File: src/rtl/switch_debouncer.sv
// Switch/joystick input conditioner: 2-flop synchroniser, E-clock-derived sample tick,
// per-channel stability counter, and registered rise/fall/changed strobes.
module switch_debouncer #(
  parameter int               WIDTH        = 16,
  parameter int               TICK_DIV     = 894,
  parameter int               STABLE_COUNT = 4,
  parameter logic [WIDTH-1:0] RESET_VALUE  = '0
) (
  input  logic             clk,
  input  logic             rst,
  input  logic             en_e_n,
  input  logic [WIDTH-1:0] sw_i,
  output logic [WIDTH-1:0] sw_o,
  output logic [WIDTH-1:0] rise_o,
  output logic [WIDTH-1:0] fall_o,
  output logic             changed_o
);

  localparam int PW = (TICK_DIV > 1) ? $clog2(TICK_DIV) : 1;
  localparam int CW = (STABLE_COUNT > 1) ? $clog2(STABLE_COUNT + 1) : 1;
  localparam logic [PW-1:0] PRE_LAST = PW'(TICK_DIV - 1);
  localparam logic [CW-1:0] CNT_LAST = CW'(STABLE_COUNT - 1);

  logic [WIDTH-1:0] sync1_reg;
  logic [WIDTH-1:0] sync2_reg;
  logic [PW-1:0]    pre_reg;
  logic             tick;
  logic [WIDTH-1:0] sw_reg;
  logic [WIDTH-1:0] rise_reg;
  logic [WIDTH-1:0] fall_reg;
  logic             changed_reg;
  logic [WIDTH-1:0] accept;
  logic [WIDTH-1:0] rise_next;
  logic [WIDTH-1:0] fall_next;

  // Synchroniser runs every clk; only the debounce sampling is gated by the E enable.
  always_ff @(posedge clk) begin
    if (rst) begin
      sync1_reg <= RESET_VALUE;
      sync2_reg <= RESET_VALUE;
    end else begin
      sync1_reg <= sw_i;
      sync2_reg <= sync1_reg;
    end
  end

  // With TICK_DIV = 1 the prescaler sits at zero and tick degenerates to en_e_n.
  assign tick = en_e_n && (pre_reg == PRE_LAST);

  always_ff @(posedge clk) begin
    if (rst) begin
      pre_reg <= '0;
    end else if (tick) begin
      pre_reg <= '0;
    end else if (en_e_n) begin
      pre_reg <= pre_reg + 1'b1;
    end
  end

  genvar gi;
  generate
    for (gi = 0; gi < WIDTH; gi++) begin : g_chan
      logic [CW-1:0] cnt_reg;
      logic          differ;
      logic          at_last;

      assign differ      = sync2_reg[gi] ^ sw_reg[gi];
      assign at_last     = (cnt_reg == CNT_LAST);
      assign accept[gi]  = tick && differ && at_last;

      // Counter clears on agreement or on acceptance, so it never passes STABLE_COUNT-1.
      always_ff @(posedge clk) begin
        if (rst) begin
          cnt_reg <= '0;
        end else if (tick) begin
          if (!differ || at_last) begin
            cnt_reg <= '0;
          end else begin
            cnt_reg <= cnt_reg + 1'b1;
          end
        end
      end
    end
  endgenerate

  assign rise_next = accept & sync2_reg;
  assign fall_next = accept & ~sync2_reg;

  // Strobes are registered alongside sw_reg so they coincide with the new level.
  always_ff @(posedge clk) begin
    if (rst) begin
      sw_reg      <= RESET_VALUE;
      rise_reg    <= '0;
      fall_reg    <= '0;
      changed_reg <= 1'b0;
    end else begin
      sw_reg      <= (sw_reg & ~accept) | (sync2_reg & accept);
      rise_reg    <= rise_next;
      fall_reg    <= fall_next;
      changed_reg <= |accept;
    end
  end

  assign sw_o      = sw_reg;
  assign rise_o    = rise_reg;
  assign fall_o    = fall_reg;
  assign changed_o = changed_reg;

endmodule
File: config.mk
export PLATFORM = sky130hd
export DESIGN_NAME = switch_debouncer
export DESIGN_NICKNAME = d
export VERILOG_FILES = /design/src/rtl/switch_debouncer.sv
export SDC_FILE = /design/constraint.sdc
export NUM_CORES = 1
export LEC_CHECK = 0
export ABC_CLOCK_PERIOD_IN_PS = 3850
export BUFFER_PORTS_ARGS = -buffer_cell sky130_fd_sc_hd__buf_2
export CAP_MARGIN = 20
export CORE_MARGIN = 2
export CORE_UTILIZATION = 49
export CTS_CLUSTER_SIZE = 8
export DETAILED_ROUTE_END_ITERATION = 12
export GPL_ROUTABILITY_DRIVEN = 1
export PLACE_DENSITY_LB_ADDON = 0.12
export SYNTH_ARGS = -nofsm -noshare
export SYNTH_HDL_FRONTEND = slang
export SYNTH_SLANG_ARGS = --single-unit
File: constraint.sdc
create_clock -name clk -period 3.85 [get_ports clk]
set_clock_uncertainty 0.1 [all_clocks]
set_input_delay 0 -clock clk [delete_from_list [all_inputs] [get_ports clk]]
set_output_delay 0 -clock clk [all_outputs]
set_load 0.05 [all_outputs]
==> Yosys cells after proc, flatten, opt, wreduce, memory -nomap -nowiden <==
Cells that the tools add are included.
{ "classes": {"n_mux": 16, "n_bitwise": 22, "eq_ne": 17, "n_addsub": 17, "reduce_logical": 67} }
{ "op_table": {"columns": ["cell", "n"], "rows": [
  ["adder 3 x 1 -> 3 bit (second input constant)", 16],
  ["AND 16 bit", 3],
  ["equality test 3 x 2 -> 1 bit (second input constant)", 16],
  ["two-way mux 3 bit", 16],
  ["logical AND 1 bit", 33],
  ["inverter 16 bit", 2],
  ["logical NOT 1 bit", 16],
  ["logical OR 1 bit", 16],
  ["bitwise OR 16 bit", 1],
  ["OR reduction 16 bit", 1],
  ["XOR 1 bit", 16],
  ["adder 10 x 1 -> 10 bit (second input constant)", 1],
  ["equality test 10 bit (second input constant)", 1],
  ["OR reduction 2 bit", 1]
]} }
{ "word_totals": {"output_inout_bits": 49, "reg_bits": 139, "inputBits": 19} }

==> Longest topological paths before layout <==
Gate-level depths: netlist of the first run.
{ "depth": {"ltp_word": 7, "mapped_depth": 8, "mapped_depth_nobuf": 6} }

==> Least setup slack after synthesis of the first run <==
OpenSTA, ideal clock, no wires.
{ "synth_timing": {"path_type": "reg-to-reg", "from": "register pre_reg[0]", "to": "register g_chan[0].cnt_reg[0]", "t_arrival_ns": 1.430, "synth_period_minus_slack_ns": 1.643, "stages_incl_launch_ff": 8, "setup_slack_ns": 2.207, "path_buffers": 2, "setup_ns": 0.114, "cell_sequence": "dfxtp_1 -> ha_1 -> and4b_2 -> and3_1 -> buf_4 -> nor2_4 -> buf_4 -> a21o_1"} }
{ "synth_via": {"elab_chain_len": 2} }
{ "synth_rtl": {"columns": ["item", "line_no", "rtl"], "rows": [
  ["start: declaration", "26", "logic [PW-1:0] pre_reg;"],
  ["start signal: assignment", "56", "pre_reg <= pre_reg + 1'b1;"],
  ["equality test 10 bit", "48", "assign tick = en_e_n && (pre_reg == PRE_LAST);"],
  ["logical AND 1 bit", "48", null],
  ["end signal: assignment", "79", "cnt_reg <= cnt_reg + 1'b1;"],
  ["end: declaration", "63", "logic [CW-1:0] cnt_reg;"]
]} }
Every way passes these cells.
A chain may end at the register's enable or synchronous reset.

==> Worst setup path after layout of the first run <==
{ "layout_timing": {"from": "register pre_reg[0]", "to": "register g_chan[11].cnt_reg[1]"} }
{ "layout_via": {"elab_chain_len": 2} }
{ "layout_rtl": {"columns": ["item", "line_no"], "rows": [
  ["equality test 10 bit", "48"],
  ["logical AND 1 bit", "48"],
  ["end signal: assignment", "79"],
  ["end: declaration", "63"]
]} }
Every way passes these cells.

==> flow_metrics.env, run 1 <==
export IMPL_status="finished, final reports clean"
export IMPL_antenna_found_initial=0
export IMPL_synth_seq_cells=139
export IMPL_ant_nets=0
export IMPL_holdPathStages=5
export IMPL_slowest_delay_ns=0.55
export IMPL_busiest_layer="met2"
export IMPL_seq_area_frac_synth=0.499
export IMPL_setup_violations=0
export IMPL_p_leak_uw=0.00270
export IMPL_synthArstFlopShare=0
export IMPL_power_share_clock=0.501
export IMPL_grt_pass1_vias=4052
export IMPL_power_density_nw_per_um2=463
export IMPL_synth_nets=612
export IMPL_setup_tns_ns=0
export IMPL_path_class="reg -> reg"
export IMPL_crit_required_ns=4.11
export IMPL_diodes=0
export IMPL_start_kind="flop"
export IMPL_rows=38
export IMPL_p_int_uw=2490
export IMPL_clock_sinks=139
export IMPL_nNetsFinal=692
export IMPL_holdCritPathClass="in -> reg"
export IMPL_ys_flop_type="dfxtp_1"
export IMPL_rr_endpoint="g_chan[11].cnt_reg[1]"
export IMPL_layout_common_cells="dfxtp_1, buf_2, inv_1, nand3_1, ha_1"
export IMPL_reg2reg_slack_ns=1.43
export IMPL_overflow=0
export IMPL_die_area_um2=12300
export IMPL_root_buffer="clkbuf_16"
export IMPL_dp_cells=743
export IMPL_yosys_cell_types_count=37
export IMPL_num_fill_cells=931
export IMPL_drt_iter0_drc=232
export IMPL_postSynthCellCount=559
export IMPL_hp_start="rst"
export IMPL_design_area_um2=6720
export IMPL_postCtsSetupRepairBufs=0
export IMPL_die_w_um=111
export IMPL_finalCritPeriodShare=0.629
export IMPL_totalWireLength_mm=11.7
export IMPL_peakVddDrop_mv=0.418
export IMPL_whs_endpoint="changed_o"
export IMPL_dpl_cell_area_um2=5980
export IMPL_rr_startpoint="pre_reg[0]"
export IMPL_tightest_slew_ns=0.771
export IMPL_max_slew_margin_rel=0.486
export IMPL_remaining_drc_errors=0
export IMPL_synth_top_area_frac=0.499
export IMPL_io_buffer_count=67
export IMPL_grt_first_pass_wirelength_mm=19.7
export IMPL_num_vias=4151
export IMPL_finalNonFillerCells=790
export IMPL_boundaryPins=68
export IMPL_power_switching_uw=620
export IMPL_gp_congestion=0.760
export IMPL_yosys_area_top_type="dfxtp_1"
export IMPL_gr_usage_met2=0.320
export IMPL_hpwlAfterDp_mm=7.81
export IMPL_routedWlPerCell_um=14.9
export IMPL_combPwrFrac=0.026
export IMPL_clk_latency_ns=0.42
export IMPL_fp_dieH_um=111
export IMPL_max_freq_mhz=413
export IMPL_cp_data_arrival_time_ns=2.69
export IMPL_synth_edf_count=0
export IMPL_p_total_uw=3110
export IMPL_htreeDepth=4
export IMPL_drt_pass1_iterations=4
export IMPL_min_period_ns=2.42
export IMPL_seqPwrFrac=0.473
export IMPL_met1_usage=0.261
export IMPL_layout_commonest_cell="dfxtp_1"
export IMPL_cts_buffers=17
export IMPL_syn_area_um2=5580
export IMPL_slew_violations=0
export IMPL_maxCapViolations=0
export IMPL_core_area_um2=11000
export IMPL_vias_per_cell=5.25
export IMPL_grt_max_degree=74
export IMPL_area_growth_pct=20.3
export IMPL_syn_area_per_cell_um2=9.98
export IMPL_synth_top_cells_by_area="dfxtp_1, ha_1, nor3b_2"
export IMPL_yosys_warnings=0
export IMPL_globalRouteMet3Util=0.0656
export IMPL_drive_gt1_frac=0.212
export IMPL_critPathMaxFanout=73
export IMPL_cts_tree="built"
export IMPL_rsz0062_at_grt="no"
export IMPL_grt_use_total=0.201
export IMPL_p_sw_frac=0.199
export IMPL_worstRegToRegCells=6
export IMPL_critPathSlowestCell="nand3_4"
export IMPL_cp_cell_sequence="ha_1, and4b_2, nand3_4, buf_4, nor3_1, a31o_2"
export IMPL_cts_max_path_buffers=2
export IMPL_initial_core_util=0.508
export IMPL_finalHoldViolations=0
export IMPL_path_clk_slew_ns=0.06
export IMPL_end_kind="flop"
==> synthesized netlist by cell type (all sizes together) (7+ instances only) <==
cell type / instances
a21oi: 17
nor3: 33
xnor2: 17
xor2: 7
nand3: 36
nor2b: 32
or3: 16
clkbuf: 13
buf: 14
ha: 34
a31o: 16
dfxtp: 139
nor3b: 32
o31ai: 16
nor2: 12
a21o: 16
o22ai: 8
o21ai: 16
nand2: 20
inv: 49
==> per-layer routing <==
layer,vias to the layer above,share of wire
li1,2094,-
met4,0,0.013
met3,10,0.036
met1,1975,0.48
met5,-,0
met2,72,0.48
==> stage by stage <==
step | hold WS [ns] | util | worst slack [ns]
CTS | 0.0859 | 0.611 | 1.43
floorplan | 0.0282 | - | 2.21
detailed placement | 0.116 | 0.544 | 1.47
global placement | 0.113 | 0.544 | 1.54
global route | 0.150 | 0.611 | 1.23
finish | 0.0913 | 0.611 | 1.43
==> area by class of cell <==
cell class | instances | area (um^2) | share of cell area
multi-input combinational | 343 | 2460 | 0.367
tap | 140 | 175 | 0.0261
clock inverter | 7 | 91.3 | 0.0136
inverter | 50 | 188 | 0.0279
timing repair buffer | 88 | 536 | 0.0797
sequential | 139 | 2780 | 0.414
clock buffer | 23 | 478 | 0.0712
==> worst max-delay path by stage <==
stage	to	slack, ns	startpoint	cells after the start
floorplan	g_chan[0].cnt_reg[0]	2.21	pre_reg[0]	7
global placement	flop	1.54	pre_reg[0]	6
detailed placement	flop	1.47	pre_reg[2]	5
CTS	g_chan[11].cnt_reg[1]	1.43	pre_reg[2]	5
global route	g_chan[8].cnt_reg[1]	1.23	pre_reg[0]	6
finish	g_chan[11].cnt_reg[1]	1.43	pre_reg[0]	6
==> cell families (layout without fill, tap and decap cells) <==
family,count (synthesis),after routing,synth area share
flip-flops,139,139,0.499
AO/OA/AOI/OAI,92,92,0.110
buffers and inverters,77,168,0.0599
AND/OR/NAND/NOR,193,193,0.217
XOR/XNOR,24,24,0.0377
adder cells (fa/ha/maj),34,34,0.0762
==> power by group through the flow <==
stage               sequential (uW)  combinational [uW]  clock (uW)
floorplan                      1500                47.9           0
global placement               1500                68.2           0
detailed placement             1500                68.7           0
CTS                            1470                82.4        1590
global route                   1470                90.8        1660
finish                         1470                81.2        1560
==> critical path: cells and delay by family (launching register included) <==
family | cells | cell delay, ns
and+or+nand+nor | 3 | 1.09
buffers and inverters | 1 | 0.48
DFF | 1 | 0.38
adders and majority gates | 1 | 0.15
AOI/OAI and AO/OA | 1 | 0.14
==> repair_timing <==
item / CTS / global route
hold buffers: 17 / 0
gates resized for setup: 0 / 0
endpoints found under the hold margin: 21 / 0
Note: power is estimated with default switching activity, not from simulation.
==> run 2, diff against run 1 <==
--- a/config.mk
+++ b/config.mk
@@ -5,7 +5,7 @@
 export SDC_FILE = /design/constraint.sdc
 export NUM_CORES = 1
 export LEC_CHECK = 0
-export ABC_CLOCK_PERIOD_IN_PS = 3850
+export ABC_CLOCK_PERIOD_IN_PS = 2400
 export BUFFER_PORTS_ARGS = -buffer_cell sky130_fd_sc_hd__buf_2
 export CAP_MARGIN = 20
 export CORE_MARGIN = 2
==> constraint.sdc (replaced) <==
create_clock -name clk -period 2.4 [get_ports clk]
set_clock_uncertainty 0.1 [all_clocks]
set_input_delay 0 -clock clk [delete_from_list [all_inputs] [get_ports clk]]
set_output_delay 0 -clock clk [all_outputs]
set_load 0.05 [all_outputs]
==> run 2 against run 1 <==
- sequential share of layout area down 0.85 points
- via count down 0.65%
- count of clock-buffer cells in the layout down 3
- worst hold slack worse by 0.018 ns
- routed wire length down 3.3%
- non-clock buffer count up 5
- core utilization up 1.3 points
- cell area up 2.1%
- combinational power up 60%
- register-to-register slack worse by 1.0 ns
- sequential power up 61%
- largest power group unchanged
- final cell count up 0.89%
==> flow_metrics.env, run 2 (synthesis results as in run 1) <==
export IMPL_maxCapViolations=0
export IMPL_power_switching_uw=1040
export IMPL_holdPathStages=3
export IMPL_num_vias=4124
export IMPL_max_slew_margin_rel=0.655
export IMPL_path_clk_slew_ns=0.06
export IMPL_critPathSlowestCell="dfxtp_1"
export IMPL_remaining_drc_errors=0
export IMPL_cp_data_arrival_time_ns=2.17
export IMPL_gp_congestion=0.794
export IMPL_finalHoldViolations=0
export IMPL_core_area_um2=11000
export IMPL_diodes=0
export IMPL_area_growth_pct=22.8
export IMPL_holdCritPathClass="in -> reg"
export IMPL_finalCritPeriodShare=0.831
export IMPL_die_area_um2=12300
export IMPL_fp_dieH_um=111
export IMPL_die_w_um=111
export IMPL_setup_ws_ns=0.405
export IMPL_nNetsFinal=697
export IMPL_rsz0062_at_grt="no"
export IMPL_critPathMaxFanout=30
export IMPL_routedWlPerCell_um=14.3
export IMPL_clk_latency_ns=0.41
export IMPL_max_freq_mhz=501
export IMPL_antenna_found_initial=0
export IMPL_slowest_delay_ns=0.39
export IMPL_setup_tns_ns=0
export IMPL_io_buffer_count=67
export IMPL_tightest_slew_ns=0.517
export IMPL_cts_tree="built"
export IMPL_power_share_clock=0.526
export IMPL_grt_use_total=0.186
export IMPL_cp_cell_sequence="ha_1, and4b_2, nand3_4, buf_12, o21ai_0, a21oi_1"
export IMPL_peakVddDrop_mv=0.422
export IMPL_end_kind="flop"
export IMPL_drt_iter0_drc=144
export IMPL_min_period_ns=2.00
export IMPL_start_kind="flop"
export IMPL_layout_commonest_cell="dfxtp_1"
export IMPL_p_sw_frac=0.198
export IMPL_grt_max_degree=49
export IMPL_ant_nets=0
export IMPL_root_buffer="clkbuf_16"
export IMPL_layout_common_cells="dfxtp_1, buf_2, inv_1, nand3_1, ha_1"
export IMPL_cts_max_path_buffers=2
export IMPL_dp_cells=748
export IMPL_status="finished, final reports clean"
export IMPL_initial_core_util=0.508
export IMPL_grt_pass1_vias=3852
export IMPL_hpwlAfterDp_mm=7.80
export IMPL_setup_violations=0
export IMPL_htreeDepth=4
export IMPL_path_class="reg -> reg"
export IMPL_seqPwrFrac=0.449
export IMPL_worstRegToRegCells=6
export IMPL_totalWireLength_mm=11.4
export IMPL_boundaryPins=68
export IMPL_slew_violations=0
export IMPL_combPwrFrac=0.025
export IMPL_grt_first_pass_wirelength_mm=18.4
export IMPL_place_ws_ns=0.465
export IMPL_vias_per_cell=5.17
export IMPL_hold_ws_ns=0.0731
export IMPL_power_density_nw_per_um2=766
export IMPL_clock_sinks=139
export IMPL_postCtsSetupRepairBufs=0
export IMPL_p_leak_uw=0.00278
export IMPL_drt_pass1_iterations=4
export IMPL_p_int_uw=4210
export IMPL_cts_buffers=17
export IMPL_drive_gt1_frac=0.225
export IMPL_crit_required_ns=2.58
export IMPL_finalNonFillerCells=797
export IMPL_overflow=0
export IMPL_p_total_uw=5260
export IMPL_rows=38
==> run 2: changes by cell type in the layout (fill, tap and decap cells not counted) <==
cell | previous run | this run
buf_12 | 0 | 3
clkinvlp_4 | 1 | 2
bufinv_16 | 2 | 4
clkbuf_1 | 3 | 0
buf_4 | 4 | 6
clkinv_2 | 3 | 5
==> run 2: cell type report <==
class / instances / area (um^2)
repair buffers: 93 / 611
fillers: 897 / 4130
clock inverters: 12 / 169
inverters: 50 / 188
flip-flops and latches: 139 / 2780
well taps: 140 / 175
multi-input cells: 343 / 2460
clock buffers: 20 / 467
==> run 2: what timing repair did <==
action,4_1_cts,5_1_grt
endpoints found under the hold margin,21,0
gates resized for setup,0,0
hold buffers,17,0
endpoints found under the setup margin,0,0
==> run 2: worst max-delay path, delay by kind of cell, from the launching register on <==
kind | cells | cell delay [ns]
and+or+nand+nor | 2 | 0.60
buffers and inverters | 1 | 0.29
adders and majority gates | 1 | 0.17
DFF | 1 | 0.39
AOI/OAI and AO/OA | 2 | 0.31
==> run 2: final timing paths <==
path	start	endpoint	slack (ns)
min reg2reg	sync1_reg[10]	sync2_reg[10]	0.33
max reg2reg	pre_reg[0]	flop	0.40
min	rst	flop	0.07
max	pre_reg[0]	flop	0.40
==> run 2: per-stage QoR <==
step	area, um^2	util
finish	6860	0.624
floorplan	5580	-
global placement	6050	0.551
global route	6860	0.624
detailed placement	6050	0.551
CTS	6860	0.624
==> run 2: per-layer routing <==
layer	routed length, um	share of wire	track usage	vias to the layer above
met2	5230	0.46	0.289	70
li1	-	-	-	2108
met3	395	0.035	0.0432	21
met1	5500	0.48	0.250	1925
met5	0	0	0	-
met4	240	0.021	0.0808	0
==> run 2: power by group through the flow <==
stage / logic, uW / clock network, uW / registers (uW)
detailed placement: 110 / 0 / 2410
global route: 144 / 2900 / 2360
finish: 130 / 2770 / 2360
global placement: 109 / 0 / 2410
floorplan: 76.8 / 0 / 2400
CTS: 132 / 2820 / 2360
==> run 3, diff against run 2 <==
--- a/config.mk
+++ b/config.mk
@@ -5,7 +5,8 @@
 export SDC_FILE = /design/constraint.sdc
 export NUM_CORES = 1
 export LEC_CHECK = 0
-export ABC_CLOCK_PERIOD_IN_PS = 2400
+export ABC_AREA = 1
+export ABC_CLOCK_PERIOD_IN_PS = 1700
 export BUFFER_PORTS_ARGS = -buffer_cell sky130_fd_sc_hd__buf_2
 export CAP_MARGIN = 20
 export CORE_MARGIN = 2
==> constraint.sdc (replaced) <==
create_clock -name clk -period 1.7 [get_ports clk]
set_clock_uncertainty 0.1 [all_clocks]
set_input_delay 0 -clock clk [delete_from_list [all_inputs] [get_ports clk]]
set_output_delay 0 -clock clk [all_outputs]
set_load 0.05 [all_outputs]
==> run 3 against run 2 <==
- the run now ends with setup timing left
- worst hold slack gained 0.028 ns
- synthesized cell count is 15% higher
- cell area rose by 5.9%
- global-route usage grew 1.9 points
- first-iteration DRC count grew 65%
- core utilization rose by 4.6 points
- combinational power is 81% higher
- clock power up 31%
- routed wire length grew 9.8%
- power up 37%
- sequential share of layout area shrank 2.2 points
==> flow_metrics.env, run 3 <==
export IMPL_status="finished, violations left"
export IMPL_violations="setup timing"
export IMPL_syn_area_per_cell_um2=8.50
export IMPL_yosys_area_top_type="dfxtp_1"
export IMPL_setup_ws_ns=-0.0736
export IMPL_path_clk_slew_ns=0.06
export IMPL_seq_area_frac_synth=0.510
export IMPL_finalCritPeriodShare=1.04
export IMPL_htreeDepth=4
export IMPL_num_vias=4538
export IMPL_cp_data_arrival_time_ns=2.14
export IMPL_max_slew_margin_rel=0.662
export IMPL_synth_seq_cells=139
export IMPL_maxCapViolations=0
export IMPL_reg2reg_slack_ns=-0.07
export IMPL_synth_simple_area_share=0.235
export IMPL_ys_flop_type="dfxtp_1"
export IMPL_root_buffer="clkbuf_8"
export IMPL_p_total_uw=7200
export IMPL_cts_buffers=17
export IMPL_finalHoldViolations=0
export IMPL_rows=38
export IMPL_synth_nets=694
export IMPL_remaining_drc_errors=0
export IMPL_start_kind="flop"
export IMPL_synthMuxAreaShare=0.00184
export IMPL_critPathMaxFanout=6
export IMPL_initial_core_util=0.503
export IMPL_finalNonFillerCells=908
export IMPL_drt_iter0_drc=237
export IMPL_grt_use_total=0.205
export IMPL_drive_gt1_frac=0.242
export IMPL_cts_max_path_buffers=2
export IMPL_antenna_found_initial=0
export IMPL_dpl_cell_area_um2=6010
export IMPL_rr_startpoint="pre_reg[1]"
export IMPL_peakVddDrop_mv=0.811
export IMPL_yosysMostFrequentCell="dfxtp_1"
export IMPL_totalWireLength_mm=12.5
export IMPL_synth_adder_area_share=0.0780
export IMPL_yosys_cell_types_count=34
export IMPL_max_freq_mhz=564
export IMPL_num_fill_cells=845
export IMPL_design_area_um2=7260
export IMPL_synthArstFlopShare=0
export IMPL_boundaryPins=68
export IMPL_area_growth_pct=33.2
export IMPL_overflow=0
export IMPL_p_leak_uw=0.00330
export IMPL_synth_common_cells="dfxtp_1, inv_1, nor2_1, nand2_1, nand3_1"
export IMPL_synth_top_cells_by_area="dfxtp_1, ha_1, inv_1"
export IMPL_path_class="reg -> reg"
export IMPL_layout_commonest_cell="dfxtp_1"
export IMPL_crit_required_ns=2.06
export IMPL_rsz0062_at_grt="yes"
export IMPL_layout_common_cells="dfxtp_1, inv_1, nor2_1, nand2_1, buf_2"
export IMPL_setup_violations=34
export IMPL_die_area_um2=12000
export IMPL_die_w_um=109
export IMPL_drt_pass1_iterations=5
export IMPL_synth_xor_area_frac=0.0145
export IMPL_vias_per_cell=5.00
export IMPL_synth_top_area_frac=0.510
export IMPL_routedWlPerCell_um=13.7
export IMPL_grt_max_degree=47
export IMPL_core_area_um2=10800
export IMPL_ant_nets=0
export IMPL_critPathSlowestCell="dfxtp_2"
export IMPL_cp_cell_sequence="inv_2, ha_4, nand2_4, nor2_4, nand3_4, nor2_4, buf_12, buf_12, clkbuf_16, nand4_4, o22ai_1"
export IMPL_io_buffer_count=67
export IMPL_cts_tree="built"
export IMPL_worstRegToRegCells=11
export IMPL_slew_violations=0
export IMPL_postSynthCellCount=641
export IMPL_synth_top_family_by_area="simple AND/OR/NAND/NOR gates"
export IMPL_power_density_nw_per_um2=992
export IMPL_grt_first_pass_wirelength_mm=18.9
export IMPL_hpwlAfterDp_mm=7.83
export IMPL_grt_pass1_vias=4320
export IMPL_syn_area_um2=5450
export IMPL_gp_congestion=0.766
export IMPL_clk_latency_ns=0.54
export IMPL_nNetsFinal=808
export IMPL_tightest_slew_ns=0.507
export IMPL_fp_dieH_um=109
export IMPL_yosys_warnings=0
export IMPL_synth_edf_count=0
export IMPL_place_ws_ns=-0.0479
export IMPL_diodes=0
export IMPL_dp_cells=842
export IMPL_crit_start="pre_reg[1]"
export IMPL_holdCritPathClass="in -> reg"
export IMPL_slowest_delay_ns=0.32
export IMPL_min_period_ns=1.77
export IMPL_clock_sinks=139
export IMPL_end_kind="flop"
export IMPL_synth_compound_area_share=0.0776
## run 3: cell families after synthesis
group / count (synthesis)
adders and majority gates: 34
muxes: 1
xor gates and xnor gates: 9
DFF: 139
AOI/OAI and AO/OA: 76
buffers and inverters: 114
and+or+nand+nor: 268
## run 3: area by class of cell
class                      instances  area, um^2  area share
sequential                       139        2790       0.384
inverter                          92         345      0.0476
tap                              140         175      0.0241
multi-input combinational        388        2430       0.335
clock buffer                      21         439      0.0605
timing repair buffer             117         941       0.130
clock inverter                    11         143      0.0196
## run 3: critical path, delay by kind of cell (launching register included)
kind | cells | cell delay, ns
AOI/OAI and AO/OA | 1 | 0.13
adders and majority gates | 1 | 0.13
buffers and inverters | 4 | 0.45
DFF | 1 | 0.32
and+or+nand+nor | 5 | 0.56
## run 3: worst min-delay path by stage
stage	startpoint	to	cells past startpoint	slack, ns
after global placement	sw_i[0]	sync1_reg[0]	3	0.1
after global routing	sw_i[12]	sync1_reg[12]	4	0.11
after floorplan	sw_i[0]	sync1_reg[0]	2	0.007
after CTS	sw_i[4]	sync1_reg[4]	4	0.07
after detailed placement	sw_i[4]	sync1_reg[4]	3	0.11
final	sw_i[5]	sync1_reg[5]	4	0.10
## run 3: metal layers
metal	vias to the layer above	global-route usage	wire, um
li1	2308	-	-
met1	2132	0.221	5280
met2	85	0.371	6570
met3	13	0.0545	449
met4	0	0.0995	176
met5	-	0	0
## run 3: power by group
group / switching, uW / internal, uW / total, uW
clock network: 1370 / 2270 / 3640
registers: 25.1 / 3300 / 3320
logic: 136 / 99.5 / 235
## run 3: metrics by stage
| step | util | setup TNS, ns | hold WS (ns) |
|---|---|---|---|
| after floorplan | - | 0 | 0.00697 |
| after global placement | 0.555 | 0 | 0.0998 |
| after detailed placement | 0.555 | -0.296 | 0.107 |
| after CTS | 0.625 | -0.160 | 0.0738 |
| after global routing | 0.670 | -6.73 | 0.110 |
| final | 0.670 | -0.620 | 0.101 |
## run 3: repair_timing
action / 4_1_cts / 5_1_grt
buffers inserted: 0 / 7
pin swaps: 1 / 18
hold buffers: 18 / 0
gates cloned: 0 / 9
resized for setup: 1 / 60
setup endpoints to repair: 24 / 103
hold endpoints to repair: 36 / 0
